## config.mk

```make
export PLATFORM = sky130hd
export DESIGN_NAME = pipe_flow_ctrl
export DESIGN_NICKNAME = d
export VERILOG_FILES = /design/src/rtl/pipe_pkg.sv /design/src/rtl/sat_counter.sv /design/src/rtl/pipe_flow_ctrl.sv
export SDC_FILE = /design/constraint.sdc
export NUM_CORES = 1
export LEC_CHECK = 0
export CAP_MARGIN = 10
export CORE_AREA = 4 4 123 172
export DETAILED_ROUTE_END_ITERATION = 6
export DIE_AREA = 0 0 127 176
export DONT_BUFFER_PORTS = 1
export PLACE_DENSITY_LB_ADDON = 0.08
export SYNTH_ARGS = -nofsm -noshare
export SYNTH_HDL_FRONTEND = slang
export SYNTH_SLANG_ARGS = --single-unit
```

## constraint.sdc

```tcl
create_clock -name clk -period 3 [get_ports clk]
set_input_delay 0.6 -clock clk [delete_from_list [all_inputs] [get_ports clk]]
set_output_delay 0.6 -clock clk [all_outputs]
set_load 0.03 [all_outputs]
```

## src/rtl/pipe_pkg.sv

```systemverilog
// Shared RV32I pipeline constants: base opcodes and the flow-control state encoding.
// Latency: n/a (constants only).
// Backpressure: n/a.
package pipe_pkg;

    localparam logic [6:0] OPC_BRANCH = 7'b1100011;
    localparam logic [6:0] OPC_JAL    = 7'b1101111;
    localparam logic [6:0] OPC_JALR   = 7'b1100111;
    localparam logic [6:0] OPC_LOAD   = 7'b0000011;
    localparam logic [6:0] OPC_STORE  = 7'b0100011;
    localparam logic [6:0] OPC_OP     = 7'b0110011;
    localparam logic [6:0] OPC_LUI    = 7'b0110111;
    localparam logic [6:0] OPC_AUIPC  = 7'b0010111;

    typedef enum logic [1:0] {
        RUN   = 2'd0,
        STALL = 2'd1,
        FLUSH = 2'd2
    } flow_state_t;

endpackage

```

## src/rtl/sat_counter.sv

```systemverilog
// Saturating event counter; sticks at all-ones instead of wrapping.
// Latency: count reflects an inc one cycle later.
// Backpressure: none, inc is sampled every cycle.
module sat_counter #(
    parameter int W = 16
) (
    input  logic         clk,
    input  logic         rst,
    input  logic         inc,
    output logic [W-1:0] count
);

    always_ff @(posedge clk or posedge rst) begin
        if (rst) begin
            count <= '0;
        end else if (inc && (count != '1)) begin
            count <= count + W'(1);
        end
    end

endmodule

```

## src/rtl/pipe_flow_ctrl.sv

```systemverilog
// Load-use stall and branch/jump redirect sequencer for the 5-stage core, with debug counters.
// Latency: stall/flush are same-cycle (Mealy); redirect_valid/redirect_pc one cycle after detection.
// Backpressure: none; stalls are issued to the pipeline, never received.
module pipe_flow_ctrl
    import pipe_pkg::*;
#(
    parameter int XLEN              = 32,
    parameter int FLUSH_CYCLES      = 2,
    parameter int LOAD_STALL_CYCLES = 1,
    parameter int CNT_W             = 16
) (
    input  logic            clk,
    input  logic            rst,
    input  logic            id_valid,
    input  logic [6:0]      id_opcode,
    input  logic [4:0]      id_rs1,
    input  logic [4:0]      id_rs2,
    input  logic            ex_valid,
    input  logic [6:0]      ex_opcode,
    input  logic            ex_is_load,
    input  logic [4:0]      ex_rd,
    input  logic [XLEN-1:0] ex_pc,
    input  logic [XLEN-1:0] ex_imm,
    input  logic [XLEN-1:0] ex_rs1_val,
    input  logic            ex_br_taken,
    output logic            stall_if,
    output logic            stall_id,
    output logic            bubble_ex,
    output logic            flush_if,
    output logic            flush_id,
    output logic            redirect_valid,
    output logic [XLEN-1:0] redirect_pc,
    output logic [CNT_W-1:0] stall_cnt,
    output logic [CNT_W-1:0] flush_cnt
);

    localparam int CTR_W = 8;

    flow_state_t      state_q, state_d;
    logic [CTR_W-1:0] ctr_q, ctr_d;
    logic             stall_on, flush_on, redir_take;
    logic             uses_rs1, uses_rs2, load_use, redir;
    logic             ex_jal, ex_jalr, ex_branch;
    logic [XLEN-1:0]  jalr_sum, target;

    assign uses_rs1 = (id_opcode != OPC_LUI) && (id_opcode != OPC_AUIPC) && (id_opcode != OPC_JAL);
    assign uses_rs2 = (id_opcode == OPC_OP) || (id_opcode == OPC_STORE) || (id_opcode == OPC_BRANCH);

    assign load_use = id_valid && ex_valid && ex_is_load && (ex_rd != 5'd0) &&
                      ((uses_rs1 && (id_rs1 == ex_rd)) || (uses_rs2 && (id_rs2 == ex_rd)));

    assign ex_jal    = (ex_opcode == OPC_JAL);
    assign ex_jalr   = (ex_opcode == OPC_JALR);
    assign ex_branch = (ex_opcode == OPC_BRANCH);
    assign redir     = ex_valid && (ex_jal || ex_jalr || (ex_branch && ex_br_taken));

    // JALR targets are halfword-aligned by clearing bit 0 of the sum.
    assign jalr_sum = ex_rs1_val + ex_imm;
    assign target   = ex_jalr ? (jalr_sum & ~XLEN'(1)) : (ex_pc + ex_imm);

    always_comb begin
        state_d    = state_q;
        ctr_d      = ctr_q;
        stall_on   = 1'b0;
        flush_on   = 1'b0;
        redir_take = 1'b0;
        case (state_q)
            RUN, STALL: begin
                if (redir) begin
                    // A resolved control transfer outranks any hazard on the same cycle.
                    flush_on   = 1'b1;
                    redir_take = 1'b1;
                    state_d    = FLUSH;
                    ctr_d      = CTR_W'(FLUSH_CYCLES - 1);
                end else if (state_q == RUN) begin
                    if (load_use) begin
                        stall_on = 1'b1;
                        if (LOAD_STALL_CYCLES > 1) begin
                            state_d = STALL;
                            ctr_d   = CTR_W'(LOAD_STALL_CYCLES - 2);
                        end
                    end
                end else begin
                    stall_on = 1'b1;
                    if (ctr_q == '0) state_d = RUN;
                    else             ctr_d   = ctr_q - CTR_W'(1);
                end
            end
            FLUSH: begin
                // Wrong-path ID/EX contents are ignored while squashing.
                flush_on = 1'b1;
                if (ctr_q == '0) state_d = RUN;
                else             ctr_d   = ctr_q - CTR_W'(1);
            end
            default: state_d = RUN;
        endcase
        if (rst) begin
            stall_on   = 1'b0;
            flush_on   = 1'b0;
            redir_take = 1'b0;
        end
    end

    always_ff @(posedge clk or posedge rst) begin
        if (rst) begin
            state_q        <= RUN;
            ctr_q          <= '0;
            redirect_valid <= 1'b0;
            redirect_pc    <= '0;
        end else begin
            state_q        <= state_d;
            ctr_q          <= ctr_d;
            redirect_valid <= redir_take;
            if (redir_take) redirect_pc <= target;
        end
    end

    assign stall_if  = stall_on;
    assign stall_id  = stall_on;
    assign flush_if  = flush_on;
    assign flush_id  = flush_on;
    assign bubble_ex = stall_on || flush_on;

    sat_counter #(.W(CNT_W)) u_stall_cnt (
        .clk   (clk),
        .rst   (rst),
        .inc   (stall_on),
        .count (stall_cnt)
    );

    sat_counter #(.W(CNT_W)) u_flush_cnt (
        .clk   (clk),
        .rst   (rst),
        .inc   (redir_take),
        .count (flush_cnt)
    );

endmodule

```

==> flow_summary_export.csv, run 1 <==
group,metric,value,unit
clock_network,hold_buffers,0,
die,io-pin-count,201,
critical_path,reg2reg_depth,7,
finish,num_antenna_cells,0,
finish,syn_to_final_growth,15.6,%
finish,fin_cells,1126,
min_path,hp-class,"primary input to async pin",
place,dpl.cell_count,1110,
route,route.detailed.drc,0,
global_routing,grt_use_total,18.7,%
die,die_x,127,microns
sta,maxSlewViolCount,0,
pwr,power.switching,1.61,mW
finish,drive_gt1_share,14.6,%
pwr,power.leakage,3.60,nW
pwr,swShare,39.7,%
critical_path,arrival,2.22,ns
pwr,finalPower,4.05,mW
logic_synthesis,synth-main-ff-cell,"dfrtp_1",
clock_network,numClockSinks,75,
sta,finalHoldViolations,0,
logic_synthesis,synth.most_common_cell,"nand2_1",
finish,fillCellCount,2008,
sta,min_period,2.82,ns
logic_synthesis,synth_area_leaders,"dfrtp_1 (28%), ha_1 (12%), xnor2_1 (8.8%)",
global_routing,grtUsageMet1,21.4,%
global_routing,grt_use_met2,33.4,%
clock_network,cts_tree,"built",
pwr,power_frac_comb,33.7,%
critical_path,cp-end-kind,"output pin",
logic_synthesis,ys_warn_count,0,
global_routing,grt_busiest_layer,"met2",
global_routing,grt.overflow.total,0,
critical_path,cp_max_fo,3,
critical_path,cp-start-kind,"primary input",
logic_synthesis,synth_top_cell_by_area,"dfrtp_1",
global_routing,grt_pass1_vias,6425,
sta,setup_violations,0,
sta,clock_skew,0.00843,ns
pwr,irDropWorstVdd,231,uV
sta,fmax,0.354,GHz
clock_network,cts_buffer_depth,2,
route,drt_iter0_drc,250,
route,first_pass_iters,4,
route,vias,6101,
logic_synthesis,syn_nets,1009,
place,port_buffers,0,
clock_network,htreeDepth,3,
die,initial_utilization,34.5,%
critical_path,worstPathRequired,2.40,ns
route,ant_nets,0,
place,dp_hpwl,17400,microns
clock_network,cts-root-buf,"clkbuf_16",
global_routing,antenna_found_initial,0,
global_routing,use_met3,5.05,%
logic_synthesis,synth_seq_cells,75,
route,drt_wl_total,21000,microns
sta,min_period_over_period,94.1,%
die,die-area,22400,sq um
critical_path,critical_path_class,"primary input to output pin",
logic_synthesis,synth_top_area_share,27.6,%
logic_synthesis,asyncSetResetFlopFracSynth,100,%
pwr,p_int,2.44,mW
pwr,clock_power_share,28.1,%
place,place_congestion,0.903,
route,viasPerCell,5.42,
global_routing,grt_max_degree,76,
die,placeableCoreArea,19700,sq um
logic_synthesis,ys_types,73,
clock_network,clock_latency,0.34,ns
die,die-height,176,microns
sta,relSlewSlack,31.3,%
die,num_rows,61,
pwr,p_seq_share,38.2,%
clock_network,path_clk_slew,0.07,ns
logic_synthesis,avgSynthCellArea,8.39,sq um
finish,final_util,39.9,%
pwr,p_per_area,515,nW/um^2
logic_synthesis,synth_common_cells,"nand2_1 (92), a21oi_1 (76), dfrtp_1 (75), nor2_1 (75), xnor2_1 (68)",
logic_synthesis,syn-cell-area,6800,sq um
logic_synthesis,yosysSeqAreaShare,27.6,%
sta,rsz0062_at_grt,"no",
logic_synthesis,postSynthCellCount,811,
route,wl_per_cell,18.7,microns
finish,layout.nets,1067,
status,outcome,"finished clean",
job,maxCapViolCount,0,
logic_synthesis,synth_enable_flop_cells,0,
clock_network,cts_made_buffers,9,
global_routing,grt_first_pass_wirelength,33700,microns
sta,tightest_slew,1.03,ns
-- routing by layer --
metal	part of all wire, %	up-vias
met3	7.1	29
met5	0	-
met2	50	182
met1	39	2849
met4	3.0	0
li1	-	3041
-- cell usage in the layout (no fill, tap or decap), types with 15 or more instances in the layout --
cell and instances:
o21ai_0 54, xor2_1 34, dfrtp_1 75, nand4_1 15
buf_4 71, ha_1 65, nand3_1 27, a21o_1 32
xnor2_1 68, a21oi_1 76, nor2_1 75, nand2_1 91
-- path summary, 6_finish.rpt --
check                                            startpoint                          endpoint  slack [ns]
min reg2reg                            ctr_q[7]$_DFFE_PP0P_              ctr_q[7]$_DFFE_PP0P_        0.55
min                                                     rst              ctr_q[7]$_DFFE_PP0P_        0.51
min in group clk                                  ex_imm[0]        redirect_pc[0]$_DFFE_PP0P_        0.52
max                                                ex_rd[1]                         bubble_ex        0.18
max reg2reg                u_stall_cnt.count[9]$_DFFE_PP0P_  u_stall_cnt.count[4]$_DFFE_PP0P_        0.63
max in group asynchronous                               rst  u_stall_cnt.count[9]$_DFFE_PP0P_        1.84
-- per-stage QoR --
step	hold slack, ns	setup slack, ns	instance area, sq um	setup TNS [ns]
after global placement	0.527	-0.129	7550	-0.626
after CTS	0.509	0.158	7860	0
after floorplan	0.506	0.0362	6800	0
after global routing	0.560	0.0149	7860	0
after detailed placement	0.537	-0.170	7550	-0.857
final	0.506	0.178	7860	0
-- registers in the layout, summed over array words and instances, names as in the netlist --
register	flops
redirect_valid	1
redirect_pc	32
u_stall_cnt.count	16
u_flush_cnt.count	16
ctr_q	8
state_q	2
-- power by group through the flow --
stage / Clock (mW) / Sequential [mW] / Combinational (mW)
after global placement: 0 / 1.57 / 1.36
after detailed placement: 0 / 1.57 / 1.37
after global routing: 1.22 / 1.58 / 1.54
after CTS: 1.18 / 1.56 / 1.38
after floorplan: 0 / 1.48 / 1.03
final: 1.14 / 1.55 / 1.36
-- cell families after synthesis --
kind of cell / share of synthesized area [%]
and+or+nand+nor: 21.0
AOI/OAI and AO/OA: 22.4
xor gates and xnor gates: 13.1
DFF: 27.6
adders and majority gates: 12.5
buffers and inverters: 2.26
muxes: 0.975
-- critical path, cell delays in order --
cell and delay (ns):
xor2_1 0.15, nor4b_2 0.25, nand3_1 0.10, nor4_1 0.28, o21ai_1 0.11, a211oi_2 0.35, buf_4 0.18, or2_2 0.20
-- area by class of cell --
type | count | area (sq um) | share of cell area (%)
Inverter | 14 | 56.3 | 0.716
Multi-Input combinational cell | 698 | 4770 | 60.7
Timing Repair Buffer | 71 | 533 | 6.78
Sequential cell | 75 | 1880 | 23.9
Tap cell | 252 | 315 | 4.01
Clock inverter | 7 | 85.1 | 1.08
Clock buffer | 9 | 225 | 2.86
-- repair_timing --
action / CTS / global route
gates resized for setup: 0 / 1
endpoints found under the setup margin: 0 / 1
endpoints found under the hold margin: 0 / 0
setup buffers: 0 / 0
No activity file was read; power rests on OpenSTA's default activity.
==> run 2: changes to the inputs <==
--- a/config.mk
+++ b/config.mk
@@ -7,6 +7,7 @@
 export LEC_CHECK = 0
 export CAP_MARGIN = 10
 export CORE_AREA = 4 4 123 172
+export CTS_BUF_LIST = sky130_fd_sc_hd__clkbuf_8
 export DETAILED_ROUTE_END_ITERATION = 6
 export DIE_AREA = 0 0 127 176
 export DONT_BUFFER_PORTS = 1
==> run 2 against run 1 <==
  * Fmax barely moved
  * Power down 6.8%
  * First-iteration DRC count rose by 11%
  * Wire length rose by 0.58%
  * Utilization decreased by 0.51 points
  * Critical path type unchanged
==> flow_summary_export.csv, run 2 (synthesized netlist as in run 1, its figures left out) <==
group,metric,value,unit
status,outcome,"finished clean",
sta,min_period_over_period,94.1,%
finish,reg.largest.list,"redirect_pc x32, u_flush_cnt.count x16, u_stall_cnt.count x16",
finish,layout.nets,1067,
route,drt_iter0_drc,277,
pwr,power.leakage,3.55,nW
clock_network,htreeDepth,3,
min_path,hp-class,"primary input to async pin",
finish,regMostFlops,"redirect_pc",
finish,num_antenna_cells,0,
global_routing,grt_use_total,18.7,%
critical_path,cp-start-kind,"primary input",
sta,relSlewSlack,30.2,%
finish,syn_to_final_growth,14.1,%
die,num_rows,61,
die,die_x,127,microns
clock_network,cts-root-buf,"clkbuf_8",
die,placeableCoreArea,19700,sq um
finish,final_cell_mix,"nand2_1 (91), a21oi_1 (76), nor2_1 (75), dfrtp_1 (75), buf_4 (71)",
sta,clock_skew,0.0148,ns
global_routing,grt_max_degree,76,
sta,fmax,0.354,GHz
critical_path,cp_max_fo,3,
finish,fin_cells,1126,
sta,tns,0,ns
route,routed-wl-met3,1510,microns
clock_network,path_clk_slew,0.10,ns
clock_network,cts_made_buffers,9,
sta,maxSlewViolCount,0,
route,wl_per_cell,18.8,microns
route,first_pass_iters,4,
route,vias,6136,
clock_network,cts_tree,"built",
critical_path,reg2reg_depth,7,
pwr,p_per_area,486,nW/um^2
pwr,p_int,2.18,mW
global_routing,grt.overflow.total,0,
clock_network,hold_buffers,0,
route,top_layer_used,"met4",
finish,largest_register_ffs,32,
clock_network,post_cts_resize_count,0,
critical_path,cp-end-kind,"output pin",
place,dp_hpwl,17400,microns
route,wl_met2,10600,microns
pwr,swShare,42.2,%
finish,fillCellCount,2023,
finish,drive_gt1_share,14.6,%
clock_network,postCtsSetupBuffers,0,
critical_path,critical_path_class,"primary input to output pin",
sta,tightest_slew,1.05,ns
route,drt_wl_total,21100,microns
critical_path,worstReg2RegEnd,"u_stall_cnt.count[4]$_DFFE_PP0P_",
pwr,irDropWorstVdd,174,uV
critical_path,r2r-start,"u_stall_cnt.count[9]$_DFFE_PP0P_",
die,die-height,176,microns
finish,final_common_cell,"nand2_1",
place,dpl.cell_count,1110,
sta,finalHoldViolations,0,
die,die-area,22400,sq um
sta,rsz0062_at_grt,"no",
clock_network,numClockSinks,75,
sta,min_period,2.82,ns
route,ant_nets,0,
pwr,clock_power_share,22.8,%
route,route.detailed.drc,0,
die,io-pin-count,201,
sta,setup_violations,0,
global_routing,grt_pass1_vias,6409,
critical_path,worstPathRequired,2.40,ns
place,port_buffers,0,
critical_path,arrival,2.22,ns
route,wl_met1,8440,microns
die,initial_utilization,34.5,%
global_routing,antenna_found_initial,0,
pwr,p_seq_share,41.0,%
critical_path,r2r_slack,0.62,ns
pwr,power.switching,1.59,mW
clock_network,clock_latency,0.37,ns
global_routing,grt_first_pass_wirelength,33700,microns
critical_path,critPathLaunch,"ex_rd[1]",
route,viasPerCell,5.45,
place,place_congestion,0.903,
pwr,power_frac_comb,36.2,%
clock_network,cts_buffer_depth,2,
job,maxCapViolCount,0,
## run 2: cell count changes in the layout (fill, tap and decap cells not counted)
cell       before  now
o21ai_0        54   55
clkbuf_8        0    9
clkbuf_16       9    0
o21ai_1         9    8
## run 2: critical path: stages
cell      delay, ns
xor2_1         0.15
nor4b_2        0.25
nand3_1        0.10
nor4_1         0.28
o21ai_1        0.11
a211oi_2       0.35
buf_4          0.18
or2_2          0.20
## run 2: power groups by stage
stage	logic, mW	clock network [mW]	registers (mW)
2_1_floorplan	1.03	0	1.48
3_3_place_gp	1.36	0	1.57
3_5_place_dp	1.37	0	1.57
4_1_cts	1.38	0.885	1.55
5_1_grt	1.54	0.925	1.58
6_report	1.37	0.860	1.55
## run 2: worst max path at each step
stage | endpoint | cells after the start
after floorplan | u_stall_cnt.count[8]$_DFFE_PP0P_ | 11
after global placement | redirect_pc[28]$_DFFE_PP0P_ | 12
after detailed placement | redirect_pc[28]$_DFFE_PP0P_ | 12
after CTS | bubble_ex | 8
after global routing | redirect_pc[26]$_DFFE_PP0P_ | 11
final | bubble_ex | 8
## run 2: stage by stage
| stage | total power, mW | instance area [sq um] | hold slack [ns] | worst slack, ns | util (%) |
|---|---|---|---|---|---|
| 2_1_floorplan | 2.51 | 6800 | 0.506 | 0.0362 | - |
| 3_3_place_gp | 2.93 | 7550 | 0.527 | -0.129 | 38.4 |
| 3_5_place_dp | 2.94 | 7550 | 0.537 | -0.170 | 38.4 |
| 4_1_cts | 3.81 | 7760 | 0.469 | 0.158 | 39.4 |
| 5_1_grt | 4.04 | 7760 | 0.517 | 0.0139 | 39.4 |
| 6_report | 3.78 | 7760 | 0.467 | 0.176 | 39.4 |
## run 2: final cells by class
class / count / area, sq um / share of cell area (%)
multi-input cells: 698 / 4770 / 61.5
flip-flops and latches: 75 / 1880 / 24.2
repair buffers: 71 / 533 / 6.87
well taps: 252 / 315 / 4.06
clock buffers: 9 / 124 / 1.60
clock inverters: 7 / 85.1 / 1.10
inverters: 14 / 56.3 / 0.725
## run 2: metal layers
| metal | up-vias | global-route usage (%) |
|---|---|---|
| met1 | 2862 | 21.4 |
| met3 | 29 | 5.18 |
| met2 | 204 | 33.3 |
| met5 | - | 0 |
| met4 | 0 | 6.66 |
| li1 | 3041 | - |
